===== config.mk =====
export PLATFORM = sky130hd
export DESIGN_NAME = i2c_config_sequencer
export DESIGN_NICKNAME = d
export VERILOG_FILES = /design/src/rtl/i2c_config_sequencer.sv
export SDC_FILE = /design/constraint.sdc
export NUM_CORES = 1
export LEC_CHECK = 0
export ABC_AREA = 1
export CORE_ASPECT_RATIO = 0.7
export CORE_MARGIN = 2
export CORE_UTILIZATION = 35
export DETAILED_ROUTE_END_ITERATION = 8
export PLACE_DENSITY = 0.6
export SLEW_MARGIN = 20
export SYNTH_ARGS = -nofsm -noshare
export SYNTH_HDL_FRONTEND = slang
export SYNTH_SLANG_ARGS = --single-unit

===== constraint.sdc =====
create_clock -name clk_50 -period 2.6 [get_ports clk_50]
set_clock_uncertainty 0.15 [all_clocks]
set_input_delay 0.26 -clock clk_50 [delete_from_list [all_inputs] [get_ports clk_50]]
set_output_delay 0.26 -clock clk_50 [all_outputs]
set_load 0.01 [all_outputs]

===== src/rtl/i2c_config_sequencer.sv =====
// i2c_config_sequencer
// Walks a register-initialisation table held in an external ROM and issues one
// single-byte I2C write per entry through an external I2C master.
// Each ROM word is {sub_address, data}. A sub_address of 8'hFF marks a delay
// entry: it waits data*256 clk_50 cycles and generates no bus traffic.
//
// Ports:
//   clk_50               sole clock
//   reset                asynchronous, active-high reset
//   start                one-cycle pulse; starts the table walk when idle
//   tbl_addr             ROM index of the current entry
//   tbl_data             ROM word, sampled two cycles after tbl_addr changes
//   i2c_de, i2c_error    byte-done / NACK strobes from the I2C master (SCL domain)
//   request              transaction request to the I2C master
//   WR, length, address  constant write / one byte / DEV_ADDR
//   sub_address, txReg   register index and data byte of the current entry
//   busy                 sequence in progress
//   done, fail           sticky completion / abort flags, cleared by start
//   fail_index           tbl_addr of the entry that aborted the sequence
module i2c_config_sequencer #(
    parameter logic [6:0]  DEV_ADDR       = 7'h20,
    parameter logic [5:0]  TBL_LEN        = 6'd32,
    parameter logic [15:0] GAP_CYCLES     = 16'd2048,
    parameter logic [19:0] TIMEOUT_CYCLES = 20'd65536
) (
    input  logic        clk_50,
    input  logic        reset,
    input  logic        start,
    output logic [5:0]  tbl_addr,
    input  logic [15:0] tbl_data,
    input  logic        i2c_de,
    input  logic        i2c_error,
    output logic        request,
    output logic        WR,
    output logic [7:0]  length,
    output logic [6:0]  address,
    output logic [7:0]  sub_address,
    output logic [7:0]  txReg,
    output logic        busy,
    output logic        done,
    output logic        fail,
    output logic [5:0]  fail_index
);

    typedef enum logic [2:0] {
        ST_IDLE  = 3'd0,
        ST_LOAD  = 3'd1,
        ST_REQ   = 3'd2,
        ST_GAP   = 3'd3,
        ST_DELAY = 3'd4,
        ST_DONE  = 3'd5,
        ST_FAIL  = 3'd6
    } state_t;

    state_t      state_r;
    state_t      next_state_s;

    // Synchroniser and edge-history flops for the SCL-domain strobes
    logic        de_meta_r;
    logic        de_sync_r;
    logic        de_prev_r;
    logic        err_meta_r;
    logic        err_sync_r;
    logic        err_prev_r;
    logic        de_rise_s;
    logic        err_rise_s;

    // Per-state cycle counters
    logic        load_cnt_r;
    logic [19:0] to_cnt_r;
    logic [15:0] gap_cnt_r;
    logic [15:0] dly_cnt_r;
    logic [15:0] dly_len_s;

    logic        to_last_s;
    logic        gap_last_s;
    logic        dly_last_s;
    logic        last_entry_s;

    // FSM side-effect strobes
    logic        start_seq_s;
    logic        load_cap_s;
    logic        advance_s;
    logic        fail_hit_s;

    assign WR      = 1'b1;
    assign length  = 8'd1;
    assign address = DEV_ADDR;

    // Two-flop synchronisers followed by a history flop for rising-edge detection
    always_ff @(posedge clk_50 or posedge reset) begin
        if (reset) begin
            de_meta_r  <= 1'b0;
            de_sync_r  <= 1'b0;
            de_prev_r  <= 1'b0;
            err_meta_r <= 1'b0;
            err_sync_r <= 1'b0;
            err_prev_r <= 1'b0;
        end else begin
            de_meta_r  <= i2c_de;
            de_sync_r  <= de_meta_r;
            de_prev_r  <= de_sync_r;
            err_meta_r <= i2c_error;
            err_sync_r <= err_meta_r;
            err_prev_r <= err_sync_r;
        end
    end

    assign de_rise_s  = de_sync_r & ~de_prev_r;
    assign err_rise_s = err_sync_r & ~err_prev_r;

    // A delay entry waits data*256 cycles; data 0 still spends one cycle in DELAY.
    assign dly_len_s    = {txReg, 8'h00};
    assign to_last_s    = (TIMEOUT_CYCLES == 20'd0) || (to_cnt_r == TIMEOUT_CYCLES - 20'd1);
    assign gap_last_s   = (GAP_CYCLES == 16'd0) || (gap_cnt_r == GAP_CYCLES - 16'd1);
    assign dly_last_s   = (dly_len_s == 16'd0) || (dly_cnt_r == dly_len_s - 16'd1);
    assign last_entry_s = (tbl_addr == TBL_LEN - 6'd1);

    // State register
    always_ff @(posedge clk_50 or posedge reset) begin
        if (reset) begin
            state_r <= ST_IDLE;
        end else begin
            state_r <= next_state_s;
        end
    end

    // Next-state decode and per-transition strobes
    always_comb begin
        next_state_s = state_r;
        start_seq_s  = 1'b0;
        load_cap_s   = 1'b0;
        advance_s    = 1'b0;
        fail_hit_s   = 1'b0;
        case (state_r)
            ST_IDLE: begin
                if (start) begin
                    next_state_s = ST_LOAD;
                    start_seq_s  = 1'b1;
                end else begin
                    next_state_s = ST_IDLE;
                end
            end
            ST_LOAD: begin
                // Second LOAD cycle: ROM word for the new index has settled.
                if (load_cnt_r) begin
                    load_cap_s = 1'b1;
                    if (tbl_data[15:8] == 8'hFF) begin
                        next_state_s = ST_DELAY;
                    end else begin
                        next_state_s = ST_REQ;
                    end
                end else begin
                    next_state_s = ST_LOAD;
                end
            end
            ST_REQ: begin
                // NACK wins over a simultaneous byte-done.
                if (err_rise_s) begin
                    next_state_s = ST_FAIL;
                    fail_hit_s   = 1'b1;
                end else if (de_rise_s) begin
                    next_state_s = ST_GAP;
                end else if (to_last_s) begin
                    next_state_s = ST_FAIL;
                    fail_hit_s   = 1'b1;
                end else begin
                    next_state_s = ST_REQ;
                end
            end
            ST_GAP: begin
                if (gap_last_s) begin
                    if (last_entry_s) begin
                        next_state_s = ST_DONE;
                    end else begin
                        next_state_s = ST_LOAD;
                        advance_s    = 1'b1;
                    end
                end else begin
                    next_state_s = ST_GAP;
                end
            end
            ST_DELAY: begin
                if (dly_last_s) begin
                    if (last_entry_s) begin
                        next_state_s = ST_DONE;
                    end else begin
                        next_state_s = ST_LOAD;
                        advance_s    = 1'b1;
                    end
                end else begin
                    next_state_s = ST_DELAY;
                end
            end
            ST_DONE: begin
                next_state_s = ST_IDLE;
            end
            ST_FAIL: begin
                next_state_s = ST_IDLE;
            end
            default: begin
                next_state_s = ST_IDLE;
            end
        endcase
    end

    // Per-state counters: each is zero on entry and advances while its state holds
    always_ff @(posedge clk_50 or posedge reset) begin
        if (reset) begin
            load_cnt_r <= 1'b0;
            to_cnt_r   <= 20'd0;
            gap_cnt_r  <= 16'd0;
            dly_cnt_r  <= 16'd0;
        end else begin
            load_cnt_r <= (state_r == ST_LOAD) && !load_cap_s;
            to_cnt_r   <= ((state_r == ST_REQ) && (next_state_s == ST_REQ))
                          ? to_cnt_r + 20'd1 : 20'd0;
            gap_cnt_r  <= ((state_r == ST_GAP) && (next_state_s == ST_GAP))
                          ? gap_cnt_r + 16'd1 : 16'd0;
            dly_cnt_r  <= ((state_r == ST_DELAY) && (next_state_s == ST_DELAY))
                          ? dly_cnt_r + 16'd1 : 16'd0;
        end
    end

    // Registered request/busy, decoded from the state being entered
    always_ff @(posedge clk_50 or posedge reset) begin
        if (reset) begin
            request <= 1'b0;
            busy    <= 1'b0;
        end else begin
            request <= (next_state_s == ST_REQ);
            busy    <= (next_state_s == ST_LOAD) || (next_state_s == ST_REQ) ||
                       (next_state_s == ST_GAP)  || (next_state_s == ST_DELAY);
        end
    end

    // Table index and the captured entry; the entry is only rewritten in LOAD,
    // so it is stable for the whole time request is high
    always_ff @(posedge clk_50 or posedge reset) begin
        if (reset) begin
            tbl_addr    <= 6'd0;
            sub_address <= 8'd0;
            txReg       <= 8'd0;
        end else begin
            if (start_seq_s) begin
                tbl_addr <= 6'd0;
            end else if (advance_s) begin
                tbl_addr <= tbl_addr + 6'd1;
            end else begin
                tbl_addr <= tbl_addr;
            end
            if (load_cap_s) begin
                sub_address <= tbl_data[15:8];
                txReg       <= tbl_data[7:0];
            end else begin
                sub_address <= sub_address;
                txReg       <= txReg;
            end
        end
    end

    // Sticky status flags, cleared only by an accepted start
    always_ff @(posedge clk_50 or posedge reset) begin
        if (reset) begin
            done       <= 1'b0;
            fail       <= 1'b0;
            fail_index <= 6'd0;
        end else begin
            if (start_seq_s) begin
                done       <= 1'b0;
                fail       <= 1'b0;
                fail_index <= 6'd0;
            end else if (fail_hit_s) begin
                fail       <= 1'b1;
                fail_index <= tbl_addr;
            end else if (next_state_s == ST_DONE) begin
                done       <= 1'b1;
            end else begin
                done       <= done;
                fail       <= fail;
                fail_index <= fail_index;
            end
        end
    end

endmodule


==> results.toml, run 1 <==
[power_and_ir_drop]
p_total_mw = 5.031
irDropWorstVdd_mv = 0.3167
p_leak_nw = 2.609
powerDensity_nw_per_um2 = 857.6

[synthesis]
yosysUniqueCellTypes = 34
yosys_warnings = 0
ys_seq_area_share_pct = 48.98
synth_top_family_by_area = "simple AND/OR/NAND/NOR gates"
synth_fa_ha_area_share_pct = 1.303
syn_area_um2 = 4802
synth.area.mux_share_pct = 0
ys_ff_latch = 94
synth_cells = 571
synth_xor_area_share_pct = 5.654
yosys.area_share.simple_pct = 31.76
synth-compound-area-share_pct = 2.970
avgSynthCellArea_um2 = 8.410

[final_layout]
area_growth_pct = 22.17
multi_input_area_um2 = 2062
fillers = 1323
drive_gt1_share_pct = 13.21
ff_latch_area_um2 = 2352
num_antenna_cells = 0
nets = 657

[critical_path]
worstPathArrival_ns = 2.45
end_kind = "flip-flop"
critPathSlowestCell = "dfrtp_1"
crit_chain = "inv_1 > ha_1 > nand3_2 > nor2_2 > nand2_1 > nand2_1 > nand2_1 > nand2_1 > nor2_1 > nand2_2 > nand2_2 > nand2_2 > nand2_2 > nor2_2 > nand4_2 > buf_12 > nor2_2"
cpPeakStageDelay_ns = 0.40
start_kind = "flip-flop"
crit_type = "reg -> reg"
worstPathMaxFanout = 20
cp.required_ns = 2.73

[cts]
numCtsBuffers = 9
htreeDepth = 3
clockBufferDepth = 2
cts.sinks = 94
cts_tree = "built"
clock-root-buffer = "clkbuf_16"
ctsHoldBuffers = 0
clk_pin_slew_ns = 0.06
cts.repair.resized = 0
clk_latency_ns = 0.34
cts_setup_buffers = 0

[placed_design]
gp_congestion = 0.8283
portBuffers = 52
dp_hpwl_mm = 7.393

[sta]
report.final.slew_viol_count = 0
setup_viol = 0
rsz0062_at_grt = "false"
whs_ns = 0.1997
period_needed_ns = 2.327
tightest_slew_ns = 0.5143
period_share_pct = 89.51
finalSetupTns_ns = 0
hold_viol = 0
fmax_ghz = 0.4297
relSlewSlack_pct = 65.72

[global_routing]
grt_util_met2_pct = 22.09
antenna_found_initial = 0
grt_overflow_total = 0
grt_max_degree = 95
grt_pass1_wl_mm = 16.70
grt-busiest-layer = "met2"
grtUsageMet3_pct = 3.046
use_met1_pct = 20.67
track_usage_pct = 14.45
grt_pass1_vias = 3513

[outcome]
outcome = "finished clean"

[die]
core_um2 = 13270
die_width_um = 144
dieArea_um2 = 14690
initial_core_util_pct = 36.19
pin_count = 69
die_height_um = 102
rows = 35

[drt]
drtPass1Iterations = 4
drt_wl_total_mm = 10.07
routedWlPerCell_um = 12.26
drc = 0
ant_nets = 0
vias_per_cell = 4.586
vias = 3765
drt_iter0_drc = 171

[worst_hold_path]
hp-class = "reg -> reg"

[job]
max-cap-violations = 0
[sequential cells by signal (all words and copies together) (netlist names), 3 cells and up]
| register | cells |
|---|---|
| to_cnt_r | 20 |
| dly_cnt_r | 16 |
| gap_cnt_r | 16 |
| sub_address | 8 |
| txReg | 8 |
| fail_index | 6 |
| tbl_addr | 6 |
| state_r | 3 |
[cell usage after synthesis]
| library cell | count | share of area [%] |
|---|---|---|
| a21o_1 | 1 | 0.16 |
| a21oi_1 | 8 | 0.83 |
| and3_1 | 2 | 0.26 |
| buf_1 | 1 | 0.078 |
| buf_2 | 1 | 0.10 |
| buf_4 | 16 | 2.5 |
| buf_6 | 2 | 0.47 |
| clkbuf_1 | 4 | 0.31 |
| conb_1 | 2 | 0.16 |
| dfrtp_1 | 94 | 49 |
| ha_1 | 5 | 1.3 |
| inv_1 | 64 | 5.0 |
| inv_2 | 9 | 0.70 |
| nand2_1 | 117 | 9.1 |
| nand2_2 | 10 | 1.3 |
| nand3_1 | 33 | 3.4 |
| nand3_2 | 6 | 1.3 |
| nand4_1 | 13 | 1.7 |
| nand4_2 | 1 | 0.26 |
| nor2_1 | 62 | 4.8 |
| nor2_2 | 27 | 3.5 |
| nor2_4 | 1 | 0.23 |
| nor3_1 | 20 | 2.1 |
| nor3_2 | 2 | 0.42 |
| nor3_4 | 1 | 0.34 |
| nor3b_1 | 12 | 1.9 |
| nor4_1 | 4 | 0.52 |
| nor4_2 | 1 | 0.26 |
| o21ai_0 | 13 | 1.4 |
| o21ai_1 | 6 | 0.63 |
| or2_2 | 1 | 0.13 |
| or2_4 | 1 | 0.18 |
| xnor2_1 | 10 | 1.8 |
| xor2_1 | 21 | 3.8 |
[path summary, 6_finish.rpt]
path                             from       endpoint  slack, ns  cells past startpoint
max                          txReg[0]   to_cnt_r[12]       0.27                     17
min                        err_meta_r     err_sync_r       0.20                      0
max reg2reg                  txReg[0]   to_cnt_r[12]       0.27                     17
min reg2reg                err_meta_r     err_sync_r       0.20                      0
max in group asynchronous       reset      de_sync_r       1.65                      3
min in group asynchronous       reset  fail_index[0]       0.24                      3
[power by group]
group	total (mW)	leakage [nW]	switching (mW)	internal, mW
combinational	1.59	1.19	0.885	0.707
sequential	1.93	1.26	0.223	1.71
clock	1.51	0.166	0.566	0.944
[per-layer routing]
metal | up-vias | wire length (um) | part of all wire, %
li1 | 1886 | - | -
met1 | 1782 | 5144 | 51
met2 | 87 | 4274 | 42
met3 | 10 | 529 | 5.3
met4 | 0 | 119 | 1.2
met5 | - | 0 | 0
[placed cells by master, fill, tap and decap left out, drive strengths merged]
| cell type | n |
|---|---|
| bufinv | 3 |
| nor4 | 5 |
| xor2 | 21 |
| nor3 | 23 |
| dfrtp | 94 |
| ha | 5 |
| a21oi | 8 |
| or2 | 2 |
| and3 | 2 |
| nor2 | 90 |
| clkinv | 1 |
| nor3b | 12 |
| xnor2 | 10 |
| clkdlybuf4s50 | 52 |
| nand3 | 39 |
| o21ai | 19 |
| nand2 | 127 |
| conb | 16 |
| inv | 74 |
| a21o | 1 |
| clkinvlp | 2 |
| buf | 7 |
| nand4 | 14 |
| clkbuf | 9 |
[cell families after synthesis]
| logic type | Yosys count |
|---|---|
| AND/OR/NAND/NOR | 314 |
| buffers and inverters | 97 |
| flip-flops | 94 |
| XOR/XNOR | 31 |
| AO/OA/AOI/OAI | 28 |
| adder cells (fa/ha/maj) | 5 |
| other | 2 |
[through the flow]
stage	area, um^2	util, %	cells	worst slack [ns]
6_report	5867	44.21	821	0.2727
4_1_cts	5867	44.21	821	0.2483
3_5_place_dp	5522	41.61	805	0.2724
2_1_floorplan	4858	-	585	0.4888
5_1_grt	5867	44.21	821	0.02972
3_3_place_gp	5522	41.61	805	0.3326
[final cells by class]
class / count / area share [%]
clock inverters: 7 / 2.047
inverters: 73 / 4.734
repair buffers: 59 / 10.19
clock buffers: 9 / 3.839
well taps: 185 / 3.945
flip-flops and latches: 94 / 40.09
multi-input cells: 394 / 35.15
[worst max-delay path: cells and delay by family (launching register included)]
kind / cells / cell delay [ns]
flip-flops: 1 / 0.40
adder cells (fa/ha/maj): 1 / 0.23
buffers and inverters: 2 / 0.34
AND/OR/NAND/NOR: 14 / 1.14
Note: power is estimated with default switching activity, not from simulation.
==> run 2, diff against run 1 <==
--- a/config.mk
+++ b/config.mk
@@ -6,11 +6,11 @@
 export NUM_CORES = 1
 export LEC_CHECK = 0
 export ABC_AREA = 1
-export CORE_ASPECT_RATIO = 0.7
 export CORE_MARGIN = 2
 export CORE_UTILIZATION = 35
 export DETAILED_ROUTE_END_ITERATION = 8
 export PLACE_DENSITY = 0.6
+export SETUP_SLACK_MARGIN = 0.3
 export SLEW_MARGIN = 20
 export SYNTH_ARGS = -nofsm -noshare
 export SYNTH_HDL_FRONTEND = slang
==> run 2 against run 1 <==
Effect of this change: cell count is 1.5% higher; sequential cell count is the same; power rose by 3.5%; critical path type unchanged; critical path depth unchanged; final area is 6.8% higher; utilization up 2.9 points; via count rose by 1.3%; largest power group is now combinational logic; worst setup slack improved by 0.024 ns; sequential power barely moved; sequential share of layout area fell by 2.6 points.
==> results.toml, run 2 (synthesis results as in run 1) <==
[die]
rows = 42
dieArea_um2 = 14670
die_width_um = 121.1
core_um2 = 13300
pin_count = 69
die_height_um = 121.1
initial_core_util_pct = 36.12

[drt]
vias = 3813
vias_per_cell = 4.577
drt_wl_total_mm = 10.23
routedWlPerCell_um = 12.28
drtPass1Iterations = 6
ant_nets = 0
drt_iter0_drc = 174
drc = 0

[global_routing]
use_met1_pct = 18.29
grt-busiest-layer = "met2"
track_usage_pct = 14.71
grt_pass1_vias = 3800
grt_util_met2_pct = 25.07
grt_max_degree = 59
grtUsageMet3_pct = 3.289
grt_pass1_wl_mm = 17.45
antenna_found_initial = 0
grt_overflow_total = 0

[cts]
clock-root-buffer = "clkbuf_16"
cts.sinks = 94
numCtsBuffers = 9
clockBufferDepth = 2
clk_pin_slew_ns = 0.06
htreeDepth = 3
cts_tree = "built"
clk_latency_ns = 0.34

[worst_hold_path]
hp-class = "in -> async"

[critical_path]
cp.required_ns = 2.72
rr_worst_depth = 17
worstPathArrival_ns = 2.43
crit_type = "reg -> reg"
start_kind = "flip-flop"
end_kind = "flip-flop"
worstPathMaxFanout = 5

[outcome]
outcome = "finished clean"

[placed_design]
portBuffers = 52
dp_hpwl_mm = 7.050
gp_congestion = 0.8495

[final_layout]
largest-register = "to_cnt_r"
nets = 678
ff_latch_area_um2 = 2352
multi_input_area_um2 = 2247
largest_reg_flops = 20
post-route-util_pct = 47.15
fillers = 1261
final_cell_mix = "110 x nand2_1, 94 x dfrtp_1, 61 x nor2_1"
drive_gt1_share_pct = 18.72
num_antenna_cells = 0
final_common_cell = "nand2_1"
top_regs = "to_cnt_r x20, dly_cnt_r x16, gap_cnt_r x16"
area_growth_pct = 30.54

[power_and_ir_drop]
p_leak_nw = 2.771
powerDensity_nw_per_um2 = 831.0
irDropWorstVdd_mv = 0.3657
p_total_mw = 5.209

[sta]
fmax_ghz = 0.4341
period_needed_ns = 2.304
hold_viol = 0
rsz0062_at_grt = "true"
period_share_pct = 88.60
report.final.slew_viol_count = 0
setup_viol = 0
tightest_slew_ns = 0.5584
whs_ns = 0.1998
finalSetupTns_ns = 0
relSlewSlack_pct = 62.63

[job]
max-cap-violations = 0
==> run 2: cell count changes in the layout (fill, tap and decap cells not counted), sizes merged <==
cell / delta
buf: +21
bufinv: -2
clkbuf: +1
clkinv: +1
clkinvlp: +1
inv: -1
==> run 2: where the power goes <==
part	internal, mW	switching [mW]	total (mW)
Sequential	1.71	0.210	1.92
Combinational	0.945	1.04	1.99
Clock	0.752	0.555	1.31
Total	3.40	1.81	5.21
==> run 2: cell type report <==
class | instances | area share (%)
clock buffer | 10 | 3.653
sequential | 94 | 37.53
clock inverter | 6 | 1.138
timing repair buffer | 80 | 13.85
tap | 176 | 3.513
inverter | 73 | 4.471
multi-input combinational | 394 | 35.85
==> run 2: path summary, 6_finish.rpt <==
kind | startpoint | end | slack (ns)
setup / recovery | txReg[1] | to_cnt_r[18] | 0.30
hold / removal | reset | busy | 0.20
setup reg to reg | txReg[1] | to_cnt_r[18] | 0.30
hold reg to reg | de_meta_r | de_sync_r | 0.20
max in group asynchronous | reset | sub_address[6] | 1.78
min in group clk_50 | de_meta_r | de_sync_r | 0.20
==> run 2: what timing repair did <==
action / CTS / global route
setup buffers: 12 / 5
resized for setup: 18 / 32
hold buffers: 0 / 0
gates cloned: 3 / 0
pin swaps: 6 / 20
setup endpoints to repair: 22 / 29
==> run 2: metal layers <==
layer / routed length (um) / up-vias
li1: - / 1935
met1: 4543 / 1821
met2: 5300 / 47
met3: 243 / 10
met4: 138 / 0
met5: 0 / -
==> run 2: critical path: stages (launching register included) <==
cell,delay (ns)
dfrtp_1,0.40
inv_2,0.08
ha_4,0.20
inv_2,0.04
nand2_1,0.04
nand2_1,0.06
nand2_1,0.06
a21oi_1,0.11
nand3_1,0.12
nor2_2,0.14
nand2_2,0.09
nand2_4,0.09
nand2_4,0.06
nand2_4,0.07
nand4_4,0.14
buf_12,0.19
buf_16,0.13
nor2_2,0.07
==> run 2: stage by stage <==
step	worst slack (ns)	instance area [um^2]	std cells
5_1_grt	0.1455	6269	833
2_1_floorplan	0.4888	4858	585
4_1_cts	0.3023	6081	828
6_report	0.2963	6269	833
3_3_place_gp	0.3477	5530	797
3_5_place_dp	0.2790	5530	797
